===== config.mk =====
export PLATFORM = sky130hd
export DESIGN_NAME = ifu_fbuf_flat
export DESIGN_NICKNAME = d
export VERILOG_FILES = /design/src/rtl/ifu_pkg.sv /design/src/rtl/ifu_fbuf_if.sv /design/src/rtl/ifu_fifo.sv /design/src/rtl/ifu_fbuf.sv /design/src/flat_wrapper.sv
export SDC_FILE = /design/constraint.sdc
export NUM_CORES = 1
export LEC_CHECK = 0
export CORE_MARGIN = 4
export CORE_UTILIZATION = 50
export CTS_CLUSTER_DIAMETER = 60
export DETAILED_ROUTE_END_ITERATION = 16
export PLACE_DENSITY = 0.78
export SLEW_MARGIN = 5
export SYNTH_ARGS = -nofsm -noshare
export SYNTH_HDL_FRONTEND = slang
export SYNTH_SLANG_ARGS = --single-unit

===== constraint.sdc =====
create_clock -name clk -period 5.04 [get_ports clk]
set_input_delay 1.008 -clock clk [delete_from_list [all_inputs] [get_ports clk]]
set_output_delay 1.008 -clock clk [all_outputs]
set_load 0.01 [all_outputs]

===== src/rtl/ifu_pkg.sv =====
// Shared types and constants for the instruction fetch unit and its fetch buffer.
package ifu_pkg;

    localparam int          XLEN_MAX     = 64;
    localparam logic [63:0] RESET_PC_DEF = 64'h8000_0000;
    localparam logic [31:0] NOP_INSTR    = 32'h0000_0013;

    // Entry PCs are held at full width so one type serves every XLEN <= 64.
    typedef struct packed {
        logic [XLEN_MAX-1:0] pc;
        logic [31:0]         instr;
    } fb_entry_t;

endpackage


===== src/rtl/ifu_fbuf_if.sv =====
// Instruction memory port: in-order request channel plus response channel.
interface ifu_fbuf_if #(
    parameter int XLEN = 64
);
    logic            ireq_valid;
    logic            ireq_ready;
    logic [XLEN-1:0] ireq_addr;
    logic            irsp_valid;
    logic [31:0]     irsp_instr;

    modport master (
        output ireq_valid, ireq_addr,
        input  ireq_ready, irsp_valid, irsp_instr
    );

    modport slave (
        input  ireq_valid, ireq_addr,
        output ireq_ready, irsp_valid, irsp_instr
    );
endinterface


===== src/rtl/ifu_fifo.sv =====
// Synchronous FIFO with flush; the head is read straight from storage (no output register).
module ifu_fifo #(
    parameter  int WIDTH = 96,
    parameter  int DEPTH = 4,
    localparam int CW    = $clog2(DEPTH + 1),
    localparam int AW    = (DEPTH > 1) ? $clog2(DEPTH) : 1
) (
    input  logic             clk,
    input  logic             rstn,
    input  logic             i_push,
    input  logic [WIDTH-1:0] i_data,
    input  logic             i_pop,
    input  logic             i_flush,
    output logic [WIDTH-1:0] o_head,
    output logic [CW-1:0]    o_count
);

    logic [WIDTH-1:0] r_mem [DEPTH];
    logic [AW-1:0]    r_rd_ptr;
    logic [AW-1:0]    r_wr_ptr;
    logic [CW-1:0]    r_count;
    logic             w_push;
    logic             w_pop;

    // A pop frees the slot a simultaneous push needs, so full+pop+push is legal.
    assign w_pop  = i_pop && (r_count != '0);
    assign w_push = i_push && ((r_count != CW'(DEPTH)) || w_pop);

    // NOTE: rstn is sampled at the clock edge only, so it is tested inside the
    // clocked block and never appears in the sensitivity list.
    always_ff @(posedge clk) begin
        if (!rstn || i_flush) begin
            r_rd_ptr <= '0;
            r_wr_ptr <= '0;
            r_count  <= '0;
        end else begin
            if (w_push) r_wr_ptr <= r_wr_ptr + 1'b1;
            if (w_pop)  r_rd_ptr <= r_rd_ptr + 1'b1;
            r_count <= r_count + CW'(w_push) - CW'(w_pop);
        end
    end

    // NOTE: storage is deliberately not reset; r_count alone says which slots are valid.
    always_ff @(posedge clk) begin
        if (w_push && !i_flush) r_mem[r_wr_ptr] <= i_data;
    end

    assign o_head  = r_mem[r_rd_ptr];
    assign o_count = r_count;

endmodule


===== src/rtl/ifu_fbuf.sv =====
// Instruction fetch unit: sequential PC generation, multi-outstanding memory port and
// decoupling fetch buffer. Optional counters: define IFU_FBUF_PERF_EN.
module ifu_fbuf
    import ifu_pkg::*;
#(
    parameter int              XLEN      = 64,
    parameter logic [XLEN-1:0] RESET_PC  = XLEN'(RESET_PC_DEF),
    parameter int              FB_DEPTH  = 4,
    parameter int              MAX_OUTST = 2
) (
    input  logic            clk,
    input  logic            rstn,
    ifu_fbuf_if.master      mem,
    input  logic            jump_en,
    input  logic [XLEN-1:0] jump_pc,
    output logic            ifu_valid,
    input  logic            ifu_ready,
    output logic [XLEN-1:0] ifu_pc,
    output logic [31:0]     ifu_instr,
    output logic [XLEN-1:0] ifu_snxt_pc
`ifdef IFU_FBUF_PERF_EN
    ,
    output logic [63:0]     perf_fetched,
    output logic [63:0]     perf_dropped,
    output logic [63:0]     perf_stall
`endif
);

    localparam int OW = $clog2(MAX_OUTST + 1);
    localparam int CW = $clog2(FB_DEPTH + 1);
    localparam int SW = ((OW > CW) ? OW : CW) + 1;

    logic [XLEN-1:0] r_fetch_pc;
    logic [XLEN-1:0] r_rsp_pc;
    logic [OW-1:0]   r_outst;
    logic [OW-1:0]   r_drop_cnt;
    logic [CW-1:0]   w_fb_count;
    logic [SW-1:0]   w_credit_sum;
    fb_entry_t       w_push_entry;
    fb_entry_t       w_head;
    logic            w_req_fire;
    logic            w_rsp_drop;
    logic            w_rsp_acc;
    logic            w_pop;

    // Credit: every request in flight owns a buffer slot, so an accepted response always fits.
    assign w_credit_sum   = SW'(r_outst) + SW'(w_fb_count);
    assign mem.ireq_valid = rstn && !jump_en && (w_credit_sum < SW'(FB_DEPTH))
                            && (r_outst < OW'(MAX_OUTST));
    assign mem.ireq_addr  = r_fetch_pc;
    assign w_req_fire     = mem.ireq_valid && mem.ireq_ready;

    // Responses to pre-redirect requests (including one arriving with the redirect) are stale.
    assign w_rsp_drop = mem.irsp_valid && (jump_en || (r_drop_cnt != '0));
    assign w_rsp_acc  = mem.irsp_valid && !w_rsp_drop;

    always_ff @(posedge clk) begin
        if (!rstn) begin
            r_fetch_pc <= RESET_PC;
            r_rsp_pc   <= RESET_PC;
            r_outst    <= '0;
            r_drop_cnt <= '0;
        end else begin
            r_outst <= r_outst + OW'(w_req_fire) - OW'(mem.irsp_valid);
            if (jump_en) begin
                r_fetch_pc <= jump_pc;
                r_rsp_pc   <= jump_pc;
                r_drop_cnt <= r_outst - OW'(mem.irsp_valid);
            end else begin
                if (w_req_fire) r_fetch_pc <= r_fetch_pc + XLEN'(4);
                if (w_rsp_acc)  r_rsp_pc   <= r_rsp_pc + XLEN'(4);
                if (w_rsp_drop) r_drop_cnt <= r_drop_cnt - 1'b1;
            end
        end
    end

    assign w_push_entry.pc    = XLEN_MAX'(r_rsp_pc);
    assign w_push_entry.instr = mem.irsp_instr;

    ifu_fifo #(
        .WIDTH ($bits(fb_entry_t)),
        .DEPTH (FB_DEPTH)
    ) u_fifo (
        .clk     (clk),
        .rstn    (rstn),
        .i_push  (w_rsp_acc),
        .i_data  (w_push_entry),
        .i_pop   (w_pop),
        .i_flush (jump_en),
        .o_head  (w_head),
        .o_count (w_fb_count)
    );

    assign ifu_valid   = rstn && (w_fb_count != '0);
    assign w_pop       = ifu_valid && ifu_ready;
    assign ifu_pc      = ifu_valid ? w_head.pc[XLEN-1:0] : '0;
    assign ifu_instr   = ifu_valid ? w_head.instr : NOP_INSTR;
    assign ifu_snxt_pc = ifu_valid ? w_head.pc[XLEN-1:0] + XLEN'(4) : '0;

`ifdef IFU_FBUF_PERF_EN
    logic [63:0] r_perf_fetched;
    logic [63:0] r_perf_dropped;
    logic [63:0] r_perf_stall;

    // Dropped counts stale responses plus whatever a redirect flushes from the buffer.
    always_ff @(posedge clk) begin
        if (!rstn) begin
            r_perf_fetched <= '0;
            r_perf_dropped <= '0;
            r_perf_stall   <= '0;
        end else begin
            r_perf_fetched <= r_perf_fetched + 64'(w_rsp_acc);
            r_perf_dropped <= r_perf_dropped + 64'(w_rsp_drop)
                              + (jump_en ? 64'(w_fb_count) : 64'd0);
            r_perf_stall   <= r_perf_stall + 64'(ifu_valid && !ifu_ready);
        end
    end

    assign perf_fetched = r_perf_fetched;
    assign perf_dropped = r_perf_dropped;
    assign perf_stall   = r_perf_stall;
`endif

endmodule


===== src/flat_wrapper.sv =====
// flat-port wrapper written by rule: the top's interface ports become plain ports
module ifu_fbuf_flat import ifu_pkg::*;
#(
    parameter int              XLEN      = 64,
    parameter logic [XLEN-1:0] RESET_PC  = XLEN'(RESET_PC_DEF),
    parameter int              FB_DEPTH  = 4,
    parameter int              MAX_OUTST = 2
)
  (clk, rstn, jump_en, jump_pc, ifu_valid, ifu_ready, ifu_pc, ifu_instr, ifu_snxt_pc, mem_ireq_valid, mem_ireq_addr, mem_ireq_ready, mem_irsp_valid, mem_irsp_instr);
  ifu_fbuf_if #(.XLEN(XLEN)) mem_i ();
  input  logic clk;
  input  logic rstn;
  input  logic jump_en;
  input  logic [XLEN-1:0] jump_pc;
  output logic ifu_valid;
  input  logic ifu_ready;
  output logic [XLEN-1:0] ifu_pc;
  output logic [31:0] ifu_instr;
  output logic [XLEN-1:0] ifu_snxt_pc;
  output wire logic [$bits(mem_i.ireq_valid)-1:0] mem_ireq_valid;
  output wire logic [$bits(mem_i.ireq_addr)-1:0] mem_ireq_addr;
  input wire logic [$bits(mem_i.ireq_ready)-1:0] mem_ireq_ready;
  input wire logic [$bits(mem_i.irsp_valid)-1:0] mem_irsp_valid;
  input wire logic [$bits(mem_i.irsp_instr)-1:0] mem_irsp_instr;
  assign mem_ireq_valid = mem_i.ireq_valid;
  assign mem_ireq_addr = mem_i.ireq_addr;
  assign mem_i.ireq_ready = mem_ireq_ready;
  assign mem_i.irsp_valid = mem_irsp_valid;
  assign mem_i.irsp_instr = mem_irsp_instr;
  ifu_fbuf #(.XLEN(XLEN), .RESET_PC(RESET_PC), .FB_DEPTH(FB_DEPTH), .MAX_OUTST(MAX_OUTST)) u_core (.clk(clk), .rstn(rstn), .mem(mem_i), .jump_en(jump_en), .jump_pc(jump_pc), .ifu_valid(ifu_valid), .ifu_ready(ifu_ready), .ifu_pc(ifu_pc), .ifu_instr(ifu_instr), .ifu_snxt_pc(ifu_snxt_pc));
endmodule

==> results of run 1 <==
cell type report:
cell class / instances / area (um^2) / share of cell area, %
antenna: 2 / 5.005 / 0.01663
clock buffer: 60 / 1341 / 4.456
clock inverter: 37 / 506.7 / 1.683
inverter: 43 / 162.7 / 0.5404
multi-input combinational: 1221 / 9206 / 30.58
sequential: 525 / 14360 / 47.71
tap: 615 / 769.5 / 2.556
timing repair buffer: 378 / 3749 / 12.45
synth_stat cells (56+ instances only):
cell      number
a21oi_1      112
and2_1        97
clkbuf_1      68
dfxtp_1      141
edfxtp_1     384
mux4_2        72
nand2_1       91
nand3_1       90
nand4_1       74
nor2_1       136
o21ai_0       92
xnor2_1       61
xor2_1        56
layer usage:
layer,share of wire [%],global-route usage [%],vias to the layer above,routed length (um)
li1,-,-,7940,-
met1,42,36.82,8721,28520
met2,45,39.07,1139,30730
met3,11,5.726,143,7232
met4,2.5,5.989,0,1713
met5,0,0,-,0
sequential cells by signal (all words and copies together) (netlist names), named ones only:
| name | flops |
|---|---|
| u_core.mem.ireq_addr | 64 |
| u_core.r_drop_cnt | 2 |
| u_core.r_outst | 2 |
| u_core.r_rsp_pc | 64 |
| u_core.u_fifo.o_count | 3 |
| u_core.u_fifo.r_mem | 384 |
| u_core.u_fifo.r_rd_ptr | 2 |
| u_core.u_fifo.r_wr_ptr | 2 |
power groups by stage:
stage	Combinational [mW]	Clock [mW]	Sequential (mW)
2_1_floorplan	0.370	0	4.97
3_3_place_gp	0.720	0	5.01
3_5_place_dp	0.736	0	5.02
4_1_cts	0.744	4.23	4.93
5_1_grt	0.809	4.42	4.95
6_report	0.752	4.17	4.94
cells by family after synthesis:
kind of cell    count (synthesis)  synth area share, %
simple gates                  692                16.11
xor+xnor                      117                4.239
fa+ha+maj                      14               0.7558
compound gates                286                6.755
buf+inv                       151                2.780
flops                         525                59.38
mux                           112                9.980
per-stage QoR:
stage	std cells	setup slack (ns)
3_5_place_dp	2771	0.4133
2_1_floorplan	1897	0.06800
6_report	2881	0.01809
3_3_place_gp	2771	0.5015
4_1_cts	2872	0.001708
5_1_grt	2880	-0.05447
worst max-delay path, stage by stage, from the launching register on:
cell and delay, ns:
dfxtp_4 0.42, mux4_1 0.47, ha_2 0.29, nand3_1 0.21, or4_4 0.59, nor4_4 0.43
nand4b_1 0.15, a21oi_1 0.26, clkdlybuf4s50_1 0.59
worst paths after layout:
kind,start,endpoint,depth (start not counted)
min,u_core.mem.ireq_addr[1],u_core.mem.ireq_addr[1],2
max,flop,ifu_snxt_pc[50],8
max reg2reg,u_core.u_fifo.o_count[1],u_core.u_fifo.o_count[2],14
min reg2reg,u_core.mem.ireq_addr[1],u_core.mem.ireq_addr[1],2
timing repair:
action                     4_1_cts  5_1_grt
pin swaps                        0        6
setup endpoints to repair       20       22
resized for setup                7       15
buffers inserted                 4        7
==> flow_metrics.py, run 1 <==
metrics = {
    "cells_and_area": {
        "final_common_cell": "edfxtp_1",
        "final_util_pct": 63.05,
        "final_area_mm2": 0.03010,
        "layout_common_cells": "384 x edfxtp_1, 325 x clkdlybuf4s50_1, 139 x dfxtp_1, 134 x nor2_1, 112 x a21oi_1",
        "final.fill_count": 3495,
        "syn_to_final_growth_pct": 24.53,
        "final_nets": 2337,
        "post_route_cells_drive_above_1_share_pct": 11.75,
    },
    "floorplan": {
        "row_count": 80,
        "die_h_um": 227.9,
        "core_area_mm2": 0.04775,
        "start_util_pct": 50.63,
        "dieArea_mm2": 0.05192,
        "dieWidth_um": 227.9,
        "pin_count": 328,
    },
    "timing": {
        "fin_crit_sh_pct": 99.64,
        "worst_pin_slew_ns": 1.143,
        "slew_viol_final": 0,
        "fin_hold_ws_ns": 0.4666,
        "setup_viol": 0,
        "grt_setup_unrepaired": "true",
        "clock_skew_ns": 0.01392,
        "hold_viol": 0,
        "maxSlewHeadroom_pct": 22.71,
        "finalSetupTns_ns": 0,
        "fin_crit_ns": 5.022,
        "timing.fmax_ghz": 0.1991,
    },
    "power": {
        "p_sw_share_pct": 22.81,
        "seq_power_share_pct": 50.1,
        "p_comb_share_pct": 7.6,
        "p_clk_share_pct": 42.3,
        "irDropWorstVdd_mv": 0.2288,
        "totalPowerFinal_mw": 9.861,
        "p_int_mw": 7.611,
        "p_per_area_mw_per_mm2": 327.6,
        "p_switching_mw": 2.250,
        "p_leak_nw": 9.751,
    },
    "routing": {
        "drtPass1Iterations": 5,
        "drcViolationCount": 0,
        "viasPerCell": 6.228,
        "postRouteAntennaNets": 0,
        "wl_per_cell_um": 23.67,
        "wirelength_um": 68190,
        "dr.first_iter.drc_count": 2161,
        "num_vias": 17940,
    },
    "clock_network": {
        "clkLatencyLatePin_ns": 0.60,
        "ctsHoldBuffers": 0,
        "path_clk_slew_ns": 0.06,
        "cts_tree": "yes",
        "h-tree-depth": 2,
        "cts-buffers-inserted": 52,
        "cts_max_path_buffers": 3,
        "ctsRootBufferMaster": "clkbuf_16",
        "clock_sinks": 525,
    },
    "synthesis": {
        "synth_edf_count": 384,
        "synth_ff_type": "edfxtp_1",
        "synth_async_sr_flop_share_pct": 0,
        "ys_types": 72,
        "yosys-top-cells-area": "edfxtp_1 48%, dfxtp_1 12%, mux4_2 6.7%",
        "ys_ff_latch": 525,
        "syn-cell-area_mm2": 0.02417,
        "synth_cells": 1897,
        "avgSynthCellArea_um2": 12.74,
        "synth_warnings": 0,
        "synth_top_area_cell": "edfxtp_1",
        "synth_nets": 2013,
        "synth_top_area_share_pct": 47.70,
        "yosysSeqAreaShare_pct": 59.38,
    },
    "job": {
        "cap_violations": 0,
    },
    "critical_path": {
        "crit_arrival_ns": 4.01,
        "cp_max_fo": 12,
        "required_ns": 4.03,
        "crit_type": "reg -> out",
        "r2r_slack_ns": 1.79,
        "crit_path_end_kind": "primary output",
        "startpoint_type": "flop",
    },
    "global_routing": {
        "grt-ovfl-total": 0,
        "grt_max_degree": 97,
        "antenna_found_initial": 2,
        "grt_pass1_vias": 17350,
        "track_usage_pct": 25.24,
        "grt_pass1_wl_um": 103800,
    },
    "placed_design": {
        "dpl_cell_area_mm2": 0.02810,
        "hpwl_um": 46660,
        "globalplace.congestion": 0.9335,
        "io_buffers": 327,
    },
    "hold_path": {
        "hp-class": "reg -> reg",
    },
    "status": {
        "status": "completed",
    },
}
Note: power is estimated with default switching activity, not from simulation.
==> run 2, diff against run 1 <==
--- a/config.mk
+++ b/config.mk
@@ -5,11 +5,14 @@
 export SDC_FILE = /design/constraint.sdc
 export NUM_CORES = 1
 export LEC_CHECK = 0
+export CELL_PAD_IN_SITES_DETAIL_PLACEMENT = 1
+export CELL_PAD_IN_SITES_GLOBAL_PLACEMENT = 2
 export CORE_MARGIN = 4
-export CORE_UTILIZATION = 50
+export CORE_UTILIZATION = 34
 export CTS_CLUSTER_DIAMETER = 60
 export DETAILED_ROUTE_END_ITERATION = 16
-export PLACE_DENSITY = 0.78
+export PLACE_DENSITY = 0.77
+export REMOVE_ABC_BUFFERS = 1
 export SLEW_MARGIN = 5
 export SYNTH_ARGS = -nofsm -noshare
 export SYNTH_HDL_FRONTEND = slang
==> flow_metrics.py, run 2 (same netlist as run 1, synthesis figures left out) <==
metrics = {
    "critical_path": {
        "cp_max_fo": 14,
        "crit_arrival_ns": 3.91,
        "crit_end": "ifu_snxt_pc[50]",
        "crit_path_end_kind": "primary output",
        "r2r_slack_ns": 1.80,
        "startpoint_type": "flop",
        "r2r_cells": 15,
        "crit_type": "reg -> out",
        "worstReg2RegStart": "u_core.u_fifo.o_count[1]",
        "rr_endpoint": "u_core.u_fifo.o_count[2]",
        "required_ns": 4.03,
    },
    "global_routing": {
        "track_usage_pct": 20.36,
        "grt_max_degree": 97,
        "antenna_found_initial": 1,
        "grt-ovfl-total": 0,
        "grt_pass1_wl_um": 118300,
        "grt_pass1_vias": 18900,
    },
    "placed_design": {
        "io_buffers": 327,
        "placed_cells": 3108,
        "globalplace.congestion": 0.8510,
        "hpwl_um": 55660,
    },
    "cells_and_area": {
        "fin_cells": 3236,
        "syn_to_final_growth_pct": 27.45,
        "layout_common_cells": "384 x edfxtp_1, 325 x clkdlybuf4s50_1, 139 x dfxtp_1, 134 x nor2_1, 112 x a21oi_1",
        "regMostFlops": "u_core.u_fifo.r_mem",
        "final_common_cell": "edfxtp_1",
        "largest_reg_flops": 384,
        "final_util_pct": 43.84,
        "final.fill_count": 7248,
        "post_route_cells_drive_above_1_share_pct": 13.30,
        "final_nets": 2365,
    },
    "routing": {
        "wl_per_cell_um": 24.25,
        "drtPass1Iterations": 5,
        "num_vias": 17560,
        "postRouteAntennaNets": 0,
        "dr.first_iter.drc_count": 1388,
        "wirelength_um": 78480,
        "viasPerCell": 5.427,
        "drcViolationCount": 0,
    },
    "timing": {
        "clock_skew_ns": 0.01951,
        "maxSlewHeadroom_pct": 38.17,
        "setup_viol": 0,
        "worst_pin_slew_ns": 0.9189,
        "timing.fmax_ghz": 0.2035,
        "fin_crit_sh_pct": 97.48,
        "slew_viol_final": 0,
        "fin_crit_ns": 4.913,
        "hold_viol": 0,
        "grt_setup_unrepaired": "true",
    },
    "power": {
        "p_switching_mw": 2.369,
        "p_comb_share_pct": 7.6,
        "p_leak_nw": 9.880,
        "p_sw_share_pct": 23.48,
        "p_per_area_mw_per_mm2": 327.4,
        "p_clk_share_pct": 43.4,
        "totalPowerFinal_mw": 10.09,
        "seq_power_share_pct": 49.0,
        "irDropWorstVdd_mv": 0.2151,
        "p_int_mw": 7.719,
    },
    "clock_network": {
        "ctsRootBufferMaster": "clkbuf_16",
        "h-tree-depth": 2,
        "path_clk_slew_ns": 0.06,
        "clock_sinks": 525,
        "clkLatencyLatePin_ns": 0.64,
        "cts_tree": "yes",
        "cts_max_path_buffers": 3,
        "cts-buffers-inserted": 58,
    },
    "floorplan": {
        "dieArea_mm2": 0.07542,
        "start_util_pct": 34.40,
        "die_h_um": 274.6,
        "pin_count": 328,
        "row_count": 97,
        "dieWidth_um": 274.6,
        "core_area_mm2": 0.07027,
    },
    "job": {
        "cap_violations": 0,
    },
    "hold_path": {
        "hp-class": "reg -> reg",
        "min-delay-start": "u_core.mem.ireq_addr[0]",
    },
    "status": {
        "status": "completed",
    },
}
## run 2: changes by cell type in the layout (fill, tap and decap cells not counted), moves of 3 or more
cell and change:
mux4_2 +7, nor4_2 +4, buf_4 +17, mux4_1 -7, nor4_1 -3, clkbuf_16 +6
## run 2: stage by stage
| stage | hold slack [ns] | cell area (um^2) | TNS, ns | setup slack (ns) |
|---|---|---|---|---|
| 2_1_floorplan | 0.4600 | 23660 | -2187.16 | -4.512 |
| 3_3_place_gp | 0.4504 | 28620 | 0 | 0.4524 |
| 3_5_place_dp | 0.4504 | 28620 | 0 | 0.3809 |
| 4_1_cts | 0.4613 | 30660 | 0 | 0.02684 |
| 5_1_grt | 0.4858 | 30800 | -0.01388 | -0.01316 |
| 6_report | 0.4602 | 30810 | 0 | 0.1270 |
## run 2: final cells by class
type / count / area (um^2) / share of cell area [%]
flip-flops and latches: 525 / 14360 / 46.62
multi-input cells: 1221 / 9200 / 29.86
repair buffers: 400 / 3949 / 12.82
clock buffers: 66 / 1501 / 4.873
inverters: 43 / 162.7 / 0.5280
well taps: 940 / 1176 / 3.818
diodes: 2 / 5.005 / 0.01624
clock inverters: 39 / 452.9 / 1.470
## run 2: power by group through the flow
stage | registers (mW) | logic [mW] | clock network (mW)
after floorplan | 4.98 | 0.348 | 0
after global placement | 5.01 | 0.749 | 0
after detailed placement | 5.03 | 0.764 | 0
after CTS | 4.94 | 0.771 | 4.48
after global routing | 4.96 | 0.835 | 4.69
final | 4.94 | 0.768 | 4.38
## run 2: how the worst min path moves through the flow
stage	endpoint	slack, ns	depth (start not counted)
finish	u_core.mem.ireq_addr[0]	0.46	2
detailed placement	u_core.mem.ireq_addr[0]	0.45	2
CTS	u_core.mem.ireq_addr[0]	0.46	2
global route	u_core.mem.ireq_addr[0]	0.49	2
global placement	u_core.mem.ireq_addr[0]	0.45	2
floorplan	u_core.u_fifo.r_mem[0][32]	0.46	0
## run 2: per-layer routing
metal	global-route usage, %	wire length (um)	part of all wire (%)	vias to the layer above
li1	-	-	-	7981
met1	26.86	33090	42	8961
met2	34.56	38770	49	480
met3	2.887	4001	5.1	139
met4	6.975	2620	3.3	0
met5	0	0	0	-
## run 2: what timing repair did
action	CTS	global route
hold buffers	0	0
setup endpoints to repair	29	24
gates resized for setup	12	21
hold endpoints to repair	0	0
buffers inserted	8	13
pin swaps	3	4
## run 2: worst max-delay path, stage by stage, from the launching register on
cell	delay [ns]
dfxtp_4	0.42
buf_4	0.16
mux4_2	0.45
nand3_1	0.24
or4_4	0.62
nor4_2	0.27
buf_4	0.19
nand4b_1	0.12
a21oi_1	0.21
clkdlybuf4s50_1	0.57
